File: config.mk
export PLATFORM = sky130hd
export DESIGN_NAME = vending_input_conditioner
export DESIGN_NICKNAME = d
export VERILOG_FILES = /design/src/rtl/vending_input_conditioner.sv
export SDC_FILE = /design/constraint.sdc
export NUM_CORES = 1
export LEC_CHECK = 0
export BUFFER_PORTS_ARGS = -buffer_cell sky130_fd_sc_hd__buf_2
export CAP_MARGIN = 20
export CORE_MARGIN = 4
export CORE_UTILIZATION = 25
export DETAILED_ROUTE_END_ITERATION = 8
export SLEW_MARGIN = 20
export SYNTH_ARGS = -nofsm -noshare
export SYNTH_HDL_FRONTEND = slang
export SYNTH_SLANG_ARGS = --single-unit
File: constraint.sdc
create_clock -name clk -period 3.45 [get_ports clk]
set_input_delay 0.1725 -clock clk [delete_from_list [all_inputs] [get_ports clk]]
set_output_delay 0.1725 -clock clk [all_outputs]
set_load 0.01 [all_outputs]
File: src/rtl/vending_input_conditioner.sv
// Conditions three raw vending-machine switches into single-cycle request pulses:
// 2-flop synchronizer, saturating debounce, rise capture, fixed-priority issue.
module vending_input_conditioner #(
  parameter int DEB_CNT = 50000,
  parameter int CNT_W   = 16
) (
  input  logic clk,
  input  logic rst,
  input  logic i_btn_coin,
  input  logic i_btn_coffee,
  input  logic i_btn_sprite,
  output logic o_coin,
  output logic o_coffee,
  output logic o_sprite,
  output logic o_busy
);

  localparam int NCH = 3;
  localparam logic [CNT_W-1:0] CNT_MAX = CNT_W'(DEB_CNT - 1);

  // Channel order is also issue priority: bit 0 (coin) wins.
  logic [NCH-1:0] raw_vec;
  logic [NCH-1:0] rise_vec;

  assign raw_vec = {i_btn_sprite, i_btn_coffee, i_btn_coin};

  generate
    for (genvar gi = 0; gi < NCH; gi++) begin : g_ch
      logic             sync1_reg;
      logic             sync2_reg;
      logic             stable_reg;
      logic             stable_next;
      logic             stable_d_reg;
      logic [CNT_W-1:0] cnt_reg;
      logic [CNT_W-1:0] cnt_next;

      // A level is accepted only after DEB_CNT consecutive disagreeing cycles;
      // any agreement restarts the count, so short bounces are dropped.
      always_comb begin
        stable_next = stable_reg;
        cnt_next    = '0;
        if (sync2_reg != stable_reg) begin
          if (cnt_reg >= CNT_MAX) begin
            stable_next = sync2_reg;
          end else begin
            cnt_next = cnt_reg + CNT_W'(1);
          end
        end
      end

      always_ff @(posedge clk) begin
        if (rst) begin
          sync1_reg    <= 1'b0;
          sync2_reg    <= 1'b0;
          stable_reg   <= 1'b0;
          stable_d_reg <= 1'b0;
          cnt_reg      <= '0;
        end else begin
          sync1_reg    <= raw_vec[gi];
          sync2_reg    <= sync1_reg;
          stable_reg   <= stable_next;
          stable_d_reg <= stable_reg;
          cnt_reg      <= cnt_next;
        end
      end

      assign rise_vec[gi] = stable_reg & ~stable_d_reg;
    end
  endgenerate

  logic [NCH-1:0] pend_reg;
  logic [NCH-1:0] pend_next;
  logic [NCH-1:0] grant;

  // Issue the highest-priority pending request; new rises merge into the
  // flags, but the channel being issued this cycle is always cleared.
  always_comb begin
    grant = '0;
    if (pend_reg[0]) begin
      grant = 3'b001;
    end else if (pend_reg[1]) begin
      grant = 3'b010;
    end else if (pend_reg[2]) begin
      grant = 3'b100;
    end
    pend_next = (pend_reg | rise_vec) & ~grant;
  end

  always_ff @(posedge clk) begin
    if (rst) begin
      pend_reg <= '0;
      o_coin   <= 1'b0;
      o_coffee <= 1'b0;
      o_sprite <= 1'b0;
      o_busy   <= 1'b0;
    end else begin
      pend_reg <= pend_next;
      o_coin   <= grant[0];
      o_coffee <= grant[1];
      o_sprite <= grant[2];
      o_busy   <= |pend_next;
    end
  end

endmodule

# Yosys cells after proc, flatten, opt, wreduce, memory -nomap -nowiden
# Cells that the tools add are included.
# classes
n_addsub	3
n_mul	0
div	0
n_lt_le_gt_ge	3
n_eq_ne	3
n_shift	0
mux	3
bitwise	12
n_reduce_logical	7
# ops
cell	count
adder 16 x 1 -> 16 bit, second input constant	3
>= comparator 16 bit, second input constant	3
OR reduction 3 bit	4
2-to-1 mux 3 bit	3
inverter 1 bit	6
AND reduction 2 bit	3
bitwise AND 1 bit	3
bitwise AND 3 bit	1
!= test 1 bit	3
inverter 3 bit	1
bitwise OR 3 bit	1
# totals
register_bits	67
latchBits	0
ram_bits	0
mem_bits_ro	0
input_bits	5
out_inout_bits	4
word_cells	51
memories	0

# Depth between registers and ports, before layout
# Gate-level depths: netlist (run 1).
# depth
ltp_word	6
ltp_mapped	7
mapped_depth_nobuf	5

# Worst setup path before layout (run 1)
# Ideal clock, no wire load.
# synth_path
path_kind	register -> register
start	register g_ch[0].cnt_reg[0]
end	register g_ch[0].cnt_reg[10]
arrival_ns	1.609
slack_ns	1.777
path_stages_with_launch	8
path_buffers	2
synth_period_minus_slack_ns	1.673
path_cell_list	dfxtp_1 -> ha_1 -> nand3_2 -> a2111oi_1 -> or4_1 -> buf_2 -> buf_6 -> nor2_1
# synth_via
elab_chain_cells	2
word_cells_on_any_way	3
# synth_rtl
item	line_no	source
start: declaration	34	logic [CNT_W-1:0] cnt_reg;
start signal: assignment	63	cnt_reg <= cnt_next;
>= comparator 16 bit	43	if (cnt_reg >= CNT_MAX) begin
OR reduction 3 bit (no source line)	--	
# Several ways; a longest one is shown, not always the timed one.
# A chain may end at the register's enable or synchronous reset.

# Final worst setup path (run 1)
# Same ends and word-level chain as after synthesis.

==> flow_summary_export.csv, run 1 <==
group,metric,value,unit
critical_path,crit_type,"reg2reg",
synthesis,synthFlopType,"dfxtp_1",
clock_tree,htree_levels,3,
run_status,status,"finished clean",
place,port_buffers,8,
synthesis,ys_seq_elements,67,
detailed_routing,routed-via-count,1920,
cells_and_area,postLayoutCoreUtil,29.1,%
sta,finalSetupTns,0,ps
power_and_ir_drop,p_leak,0.992,nW
synthesis,syn_avg_cell_area,9.31,sq um
clock_tree,root_buffer,"clkbuf_8",
detailed_routing,met3_length,142,um
detailed_routing,top_layer,"met4",
floorplan,io_pins,9,
sta,worstMarginPinSlew,525,ps
sta,slew_violations,0,
synthesis,post-synth-top-count-cell,"dfxtp_1",
flow_run,cap_violations,0,
detailed_routing,viasPerCell,4.28,
place,place_hpwl,3100,um
clock_tree,post_cts_resized,0,
place,pre_cts_ws,1440,ps
place,gp_congestion,0.725,
floorplan,core,10800,sq um
synthesis,syn_area,2760,sq um
floorplan,dieHeight,113,um
sta,fmax,0.506,GHz
floorplan,num_rows,38,
synthesis,ys_seq_area_share,48.7,%
worst_hold_path,hold_path_class,"in2reg",
cells_and_area,diodes,0,
synthesis,synth_common_cells,"dfxtp_1, nor2_1, xnor2_1, xor2_1",
cells_and_area,nets,312,
detailed_routing,wl_met2,2150,um
global_routing,grt_pass1_wl,8240,um
clock_tree,cts_tree,"built",
sta,max_slew_margin,65.0,%
power_and_ir_drop,power,1.60,mW
cells_and_area,drive_gt1_share,13.3,%
global_routing,grt_max_degree,22,
critical_path,crit_path_max_fanout,16,
sta,rsz0062_at_grt,"false",
clock_tree,cts_sinks,67,
critical_path,end_kind,"flop",
detailed_routing,initialDrtViolationCount,72,
detailed_routing,wl,4600,um
global_routing,overflow,0,
place,dp.cells,433,
clock_tree,clk_latency,340,ps
detailed_routing,wl_per_cell,10.2,um
sta,hold_viol,0,
power_and_ir_drop,max-vdd-ir-drop,399,uV
detailed_routing,dr.pass1.iters,5,
synthesis,synth_area_leaders,"dfxtp_1, xnor2_1, nor2_1",
synthesis,synth_top_area_share,48.7,%
critical_path,critPathArrivalTime,2180,ps
synthesis,yosysTopAreaCell,"dfxtp_1",
global_routing,grt_pass1_vias,1869,
sta,finClkSkew,7.55,ps
global_routing,gr-usage-all-layers,7.91,%
critical_path,cp-start-kind,"flop",
clock_tree,holdBufCountCts,0,
cells_and_area,syn_to_final_growth,13.9,%
sta,finalWorstSetupSlack,1470,ps
global_routing,antenna_found_initial,0,
power_and_ir_drop,cellPowerDensity,509,nW/um^2
sta,setup_viol,0,
synthesis,yosysWarnings,0,
floorplan,die_area,12800,sq um
detailed_routing,drc_errors,0,
critical_path,required,3660,ps
detailed_routing,ant_nets,0,
cells_and_area,fin_cells,449,
clock_tree,cts_buffer_depth,2,
cells_and_area,largest_reg_flops,48,
synthesis,yosysUniqueCellTypes,34,
synthesis,synth.net_count,304,
sta,min_period,1980,ps
floorplan,die_x,113,um
clock_tree,clkTransAtPathRegs,70,ps
floorplan,start_util,25.5,%
synthesis,synth_edf_count,0,
sta,period_share,57.3,%
synthesis,synthArstFlopShare,0,%
clock_tree,cts_buffers,9,
detailed_routing,wl_met1,2220,um
clock_tree,postCtsSetupRepairBufs,0,
synthesis,synthCells,296,
-- routing by layer --
| metal | GRT usage [%] | up-vias |
|---|---|---|
| li1 | - | 1011 |
| met1 | 9.38 | 881 |
| met2 | 12.7 | 20 |
| met3 | 1.98 | 8 |
| met4 | 5.05 | 0 |
| met5 | 0 | - |
-- worst max-delay path, cell delays in order, from the launching register on --
cell       delay [ps]
dfxtp_1           370
ha_1              210
nand3_2           170
a2111oi_1         450
or4_1             530
nor2_1            120
-- report_power, final --
| group | switching, mW | leakage, nW | internal, mW | total, mW |
|---|---|---|---|---|
| logic | 0.0105 | 0.325 | 0.00619 | 0.0167 |
| registers | 0.00208 | 0.541 | 0.777 | 0.779 |
| clock network | 0.303 | 0.126 | 0.501 | 0.804 |
-- placed cells by master, fill, tap and decap left out, types with 10 or more instances in the layout --
master / instances
nand4_1: 13
dfxtp_1: 67
xnor2_1: 25
nor3_1: 11
nand2_1: 10
clkbuf_8: 10
nor2_1: 49
nor2_2: 10
xor2_1: 15
nand3_1: 13
nor2b_1: 13
-- cells by family after synthesis --
kind of cell | share of synthesized area, %
XOR/XNOR | 12.7
buffers and inverters | 4.18
multiplexers | 1.23
AND/OR/NAND/NOR | 28.8
AO/OA/AOI/OAI | 3.09
flip-flops | 48.7
adder cells (fa/ha/maj) | 1.36
-- metrics by stage --
step           hold WS (ps)  instance area [sq um]
6_report               38.7                   3140
5_1_grt                39.4                   3140
4_1_cts                28.8                   3140
3_5_place_dp            388                   2890
3_3_place_gp            381                   2890
2_1_floorplan           301                   2760
-- cell type report --
class	count	area [sq um]
fill	1137	7650
sequential	67	1340
multi-input combinational	209	1300
tap	140	175
clock buffer	10	138
clock inverter	6	113
timing repair buffer	8	40.0
inverter	9	33.8
-- worst paths after layout --
| path | from | endpoint | slack, ps | cells past startpoint |
|---|---|---|---|---|
| setup / recovery | g_ch[0].cnt_reg[0] | g_ch[0].cnt_reg[10] | 1470 | 5 |
| hold / removal | i_btn_coin | g_ch[0].sync1_reg | 40 | 2 |
| setup reg to reg | g_ch[0].cnt_reg[0] | g_ch[0].cnt_reg[10] | 1470 | 5 |
| hold reg to reg | g_ch[0].stable_d_reg | pend_reg[0] | 420 | 1 |
Power figures use the tool's default switching activity.
==> inputs of run 2 (changes only) <==
--- a/config.mk
+++ b/config.mk
@@ -5,6 +5,7 @@
 export SDC_FILE = /design/constraint.sdc
 export NUM_CORES = 1
 export LEC_CHECK = 0
+export ABC_AREA = 1
 export BUFFER_PORTS_ARGS = -buffer_cell sky130_fd_sc_hd__buf_2
 export CAP_MARGIN = 20
 export CORE_MARGIN = 4
==> constraint.sdc (replaced) <==
create_clock -name clk -period 1.6 [get_ports clk]
set_input_delay 0.08 -clock clk [delete_from_list [all_inputs] [get_ports clk]]
set_output_delay 0.08 -clock clk [all_outputs]
set_load 0.01 [all_outputs]
==> flow_summary_export.csv, run 2 <==
group,metric,value,unit
cells_and_area,nets,428,
synthesis,synthArstFlopShare,0,%
clock_tree,cts_buffer_depth,2,
global_routing,grt_pass1_vias,2245,
sta,min_period,1410,ps
clock_tree,cts_sinks,67,
critical_path,critPathSlowestCell,"dfxtp_1",
floorplan,core,12000,sq um
cells_and_area,largest_reg_flops,48,
place,pre_cts_ws,173,ps
power_and_ir_drop,p_leak,1.25,nW
synthesis,ys_seq_area_share,44.0,%
clock_tree,htree_levels,3,
synthesis,yosysTopAreaCell,"dfxtp_1",
sta,worstMarginPinSlew,361,ps
power_and_ir_drop,power,3.49,mW
cells_and_area,syn_to_final_growth,15.7,%
power_and_ir_drop,clockPowerShare,50.5,%
synthesis,synthCells,402,
clock_tree,postCtsSetupRepairBufs,0,
power_and_ir_drop,max-vdd-ir-drop,511,uV
worst_hold_path,hold_path_class,"in2reg",
critical_path,required,1850,ps
global_routing,grtUsageMet3,2.15,%
critical_path,crit_type,"reg2reg",
sta,setup_viol,0,
floorplan,num_rows,40,
synthesis,synth_area_leaders,"dfxtp_1, nor2_1, nand2_1",
synthesis,post-synth-top-count-cell,"nor2_1",
critical_path,cp_common_cell,"nand3_1",
detailed_routing,dr.pass1.iters,4,
sta,slew_violations,0,
critical_path,crit_start,"g_ch[0].cnt_reg[0]",
power_and_ir_drop,switching_power,727,uW
power_and_ir_drop,p_int,2.77,mW
power_and_ir_drop,switching_share,20.8,%
clock_tree,root_buffer,"clkbuf_16",
run_status,status,"finished clean",
synthesis,synthFlopType,"dfxtp_1",
global_routing,met2_usage,13.0,%
clock_tree,cts_tree,"built",
floorplan,die_area,14000,sq um
detailed_routing,wl_per_cell,9.20,um
global_routing,gr-usage-all-layers,8.13,%
flow_run,cap_violations,0,
sta,fmax,0.708,GHz
floorplan,die_x,118,um
critical_path,r2r-start,"g_ch[0].cnt_reg[0]",
sta,hold_viol,0,
critical_path,cp-start-kind,"flop",
power_and_ir_drop,pwr-share-seq,48.2,%
place,port_buffers,8,
synthesis,synth.net_count,410,
synthesis,ys_seq_elements,67,
synthesis,syn_area,3050,sq um
floorplan,dieHeight,118,um
detailed_routing,ant_nets,0,
synthesis,synth_common_cells,"nor2_1, nand2_1, dfxtp_1, inv_1, nand3_1",
synthesis,yosysUniqueCellTypes,30,
synthesis,syn_avg_cell_area,7.58,sq um
global_routing,grt_max_degree,21,
detailed_routing,viasPerCell,4.20,
synthesis,yosysWarnings,0,
cells_and_area,layout_commonest_cell,"nor2_1",
place,place_hpwl,3760,um
clock_tree,clk_latency,330,ps
cells_and_area,mostFrequentLayoutCells,"nor2_1, nand2_1, dfxtp_1",
power_and_ir_drop,comb_power_share,1.3,%
critical_path,path_cells,"ha_1, nand3_1, nand3_1, nand3_2, nand4_4, nor2_1",
place,gp_congestion,0.844,
floorplan,start_util,25.5,%
clock_tree,cts_buffers,9,
sta,finalWorstSetupSlack,189,ps
clock_tree,clkTransAtPathRegs,50,ps
critical_path,end_kind,"flop",
sta,period_share,88.2,%
critical_path,max_stage_delay,320,ps
detailed_routing,wl,5250,um
critical_path,r2r_setup_slack,190,ps
sta,finClkSkew,6.09,ps
detailed_routing,drc_errors,0,
cells_and_area,drive_gt1_share,12.7,%
synthesis,synth_top_area_share,44.0,%
sta,max_slew_margin,75.9,%
global_routing,grt.busiest_layer,"met2",
sta,rsz0062_at_grt,"false",
critical_path,reg2reg_depth,6,
critical_path,critPathArrivalTime,1660,ps
synthesis,synth_edf_count,0,
global_routing,antenna_found_initial,0,
global_routing,overflow,0,
detailed_routing,routed-via-count,2399,
critical_path,crit_end,"g_ch[0].cnt_reg[1]",
detailed_routing,initialDrtViolationCount,142,
critical_path,reg2reg_to,"g_ch[0].cnt_reg[1]",
global_routing,grt_pass1_wl,9510,um
critical_path,crit_path_max_fanout,16,
global_routing,grt_util_met1,9.93,%
floorplan,io_pins,9,
cells_and_area,diodes,0,
sta,finalSetupTns,0,ps
power_and_ir_drop,cellPowerDensity,992,nW/um^2
## run 2: cell count changes after synthesis, sizes merged, moves of 4 or more
cell / change
xnor2: -15
nor4: -9
nor3: -4
nor2b: -13
nand3: +17
a21oi: +6
inv: +42
and3: -4
nor2: +42
nand2: +65
## run 2: cell type report
class                      instances  area, sq um
sequential                        67         1340
fill                            1246         8440
timing repair buffer              12         77.6
clock inverter                     5         30.0
inverter                          51          191
multi-input combinational        279         1460
tap                              147          184
clock buffer                      10          239
## run 2: cells by family after synthesis
group | after synthesis | synth area share [%]
buffers and inverters | 56 | 8.01
DFF | 67 | 44.0
xor gates and xnor gates | 25 | 7.19
AOI/OAI and AO/OA | 19 | 3.62
adders and majority gates | 3 | 1.23
and+or+nand+nor | 232 | 35.9
## run 2: layer usage
metal | wire (um) | up-vias
met5 | 0 | -
met4 | 145 | 0
met3 | 152 | 13
met2 | 2290 | 27
met1 | 2660 | 1069
li1 | - | 1290
## run 2: power by group through the flow
stage	sequential (mW)	clock (mW)	combinational (mW)
2_1_floorplan	1.72	0	0.0356
3_3_place_gp	1.72	0	0.0411
3_5_place_dp	1.72	0	0.0421
4_1_cts	1.68	1.82	0.0478
5_1_grt	1.68	1.88	0.0534
6_report	1.68	1.76	0.0464
## run 2: what timing repair did
item / in CTS / in global routing
hold buffers: 3 / 0
resized for setup: 0 / 0
hold endpoints to repair: 3 / 0
## run 2: critical path, delay by kind of cell (launching register included)
kind          cells  cell delay [ps]
simple gates      5              790
flops             1              320
fa+ha+maj         1              220
## run 2: stage by stage
stage | cell area, sq um | std cells | utilization, % | hold slack [ps]
after global placement | 3220 | 553 | 27.0 | 281
after floorplan | 3050 | 402 | - | 187
after detailed placement | 3220 | 553 | 27.0 | 295
after CTS | 3520 | 571 | 29.5 | 131
after global routing | 3520 | 571 | 29.5 | 157
final | 3520 | 571 | 29.5 | 137
## run 2: worst min-delay path by stage
stage / start / endpoint / slack [ps] / cells after the start
after floorplan: i_btn_coin / g_ch[0].sync1_reg / 190 / 2
after global placement: i_btn_coffee / g_ch[1].sync1_reg / 280 / 3
after detailed placement: i_btn_coffee / g_ch[1].sync1_reg / 290 / 3
after CTS: rst / g_ch[1].sync1_reg / 130 / 2
after global routing: rst / g_ch[1].sync1_reg / 160 / 2
final: rst / g_ch[1].sync1_reg / 140 / 2
==> inputs of run 3 (changes only) <==
--- a/config.mk
+++ b/config.mk
@@ -6,11 +6,11 @@
 export NUM_CORES = 1
 export LEC_CHECK = 0
 export ABC_AREA = 1
-export BUFFER_PORTS_ARGS = -buffer_cell sky130_fd_sc_hd__buf_2
 export CAP_MARGIN = 20
 export CORE_MARGIN = 4
 export CORE_UTILIZATION = 25
 export DETAILED_ROUTE_END_ITERATION = 8
+export DONT_BUFFER_PORTS = 1
 export SLEW_MARGIN = 20
 export SYNTH_ARGS = -nofsm -noshare
 export SYNTH_HDL_FRONTEND = slang
==> constraint.sdc (replaced) <==
create_clock -name clk -period 1.45 [get_ports clk]
set_input_delay 0.145 -clock clk [delete_from_list [all_inputs] [get_ports clk]]
set_output_delay 0.145 -clock clk [all_outputs]
set_load 0.01 [all_outputs]
==> flow_summary_export.csv, run 3 (synthesis gave the netlist of run 2 again) <==
group,metric,value,unit
critical_path,crit_type,"reg2reg",
place,place_hpwl,3790,um
worst_hold_path,hp-start,"rst",
cells_and_area,fin_cells,569,
critical_path,reg2reg_depth,4,
global_routing,grt_pass1_wl,9630,um
place,dp.cells,546,
cells_and_area,layout_commonest_cell,"nor2_1",
floorplan,core,12000,sq um
global_routing,antenna_found_initial,0,
power_and_ir_drop,cellPowerDensity,1200,nW/um^2
detailed_routing,ant_nets,0,
detailed_routing,dr.pass1.iters,4,
detailed_routing,wl_per_cell,9.75,um
clock_tree,cts_buffers,9,
global_routing,overflow,0,
critical_path,cp-start-kind,"flop",
flow_run,cap_violations,0,
critical_path,crit_path_max_fanout,8,
clock_tree,clk_latency,320,ps
global_routing,grt_max_degree,17,
place,port_buffers,0,
floorplan,die_area,14000,sq um
worst_hold_path,hold_depth,3,
floorplan,dieHeight,118,um
global_routing,gr-usage-all-layers,8.05,%
power_and_ir_drop,p_leak,1.30,nW
detailed_routing,viasPerCell,4.24,
run_status,status,"finished clean",
critical_path,reg2reg_to,"g_ch[2].cnt_reg[8]",
cells_and_area,fin_area,3690,sq um
worst_hold_path,hold_path_class,"in2reg",
cells_and_area,largest_reg_flops,48,
clock_tree,root_buffer,"clkbuf_16",
clock_tree,cts_buffer_depth,2,
sta,finalSetupTns,0,ps
cells_and_area,drive_gt1_share,13.5,%
clock_tree,cts_tree,"built",
place,gp_congestion,0.802,
floorplan,num_rows,40,
detailed_routing,drc_errors,0,
sta,slew_violations,0,
critical_path,critPathArrivalTime,1600,ps
critical_path,r2r-start,"g_ch[2].stable_reg",
clock_tree,htree_levels,3,
sta,period_share,93.5,%
sta,max_slew_margin,50.9,%
place,placedInstanceArea,3190,sq um
worst_hold_path,hold_path_end,"g_ch[2].cnt_reg[1]",
cells_and_area,syn_to_final_growth,21.0,%
sta,min_period,1360,ps
clock_tree,cts_sinks,67,
power_and_ir_drop,max-vdd-ir-drop,506,uV
detailed_routing,wl,5550,um
floorplan,start_util,25.5,%
cells_and_area,fillers,1217,
critical_path,r2r_setup_slack,90,ps
floorplan,io_pins,9,
floorplan,die_x,118,um
critical_path,required,1700,ps
detailed_routing,routed-via-count,2412,
cells_and_area,mostFrequentLayoutCells,"nor2_1, nand2_1, dfxtp_1",
power_and_ir_drop,power,4.41,mW
sta,setup_viol,0,
clock_tree,clkTransAtPathRegs,50,ps
critical_path,end_kind,"flop",
global_routing,grt_pass1_vias,2256,
sta,hold_viol,0,
cells_and_area,diodes,0,
cells_and_area,nets,425,
sta,worstMarginPinSlew,733,ps
sta,fmax,0.737,GHz
sta,finClkSkew,5.64,ps
detailed_routing,initialDrtViolationCount,147,
run 3: changes by cell type in the layout (fill, tap and decap cells not counted), sizes merged:
cell,previous run,this run
dlygate4sd3,3,5
clkinvlp,2,1
bufinv,0,3
clkinv,3,0
clkbuf,10,12
nand2,75,76
buf,9,3
run 3: power by group:
part	leakage (nW)	switching, mW	internal (mW)
logic	0.598	0.0344	0.0242
clock network	0.163	0.765	1.73
registers	0.542	0.00526	1.85
run 3: how the worst max path moves through the flow:
stage / start / to / slack (ps) / depth (start not counted)
6_report: g_ch[2].stable_reg / g_ch[2].cnt_reg[8] / 90 / 4
5_1_grt: g_ch[2].cnt_reg[0] / g_ch[2].cnt_reg[8] / -3 / 8
4_1_cts: g_ch[0].cnt_reg[0] / g_ch[0].cnt_reg[14] / 10 / 6
3_5_place_dp: g_ch[0].cnt_reg[0] / g_ch[0].cnt_reg[14] / 30 / 6
3_3_place_gp: g_ch[2].cnt_reg[0] / g_ch[2].cnt_reg[12] / 90 / 8
2_1_floorplan: g_ch[2].cnt_reg[0] / g_ch[2].cnt_reg[12] / 140 / 9
run 3: cell type report:
type                       count  area (sq um)  area share (%)
clock buffer                  12           246            6.69
clock inverter                 4          97.6            2.65
inverter                      51           191            5.19
multi-input combinational    280          1540            41.7
sequential                    67          1340            36.5
tap                          147           184            4.99
timing repair buffer           8          85.1            2.31
run 3: through the flow:
stage | setup slack (ps) | hold WS [ps] | util [%]
6_report | 94.0 | 193 | 30.8
5_1_grt | -3.37 | 202 | 30.8
4_1_cts | 10.9 | 135 | 30.0
3_5_place_dp | 26.5 | 222 | 26.7
3_3_place_gp | 87.2 | 221 | 26.7
2_1_floorplan | 138 | 252 | -
run 3: per-layer routing:
layer | share of wire, % | track usage [%]
met5 | 0 | 0
met4 | 1.7 | 3.55
met3 | 2.9 | 1.29
met2 | 46 | 13.3
met1 | 49 | 10.3
run 3: critical path, cell delays in order (launching register included):
cell and delay [ps]:
dfxtp_1 310, xnor2_1 120, nor2_1 560, nand2_8 130, a21oi_1 160
run 3: what timing repair did:
| action | 4_1_cts | 5_1_grt |
|---|---|---|
| setup endpoints to repair | 0 | 45 |
| endpoints found under the hold margin | 16 | 0 |
| setup buffers | 0 | 1 |
| hold buffers | 5 | 0 |
| gates resized for setup | 0 | 15 |
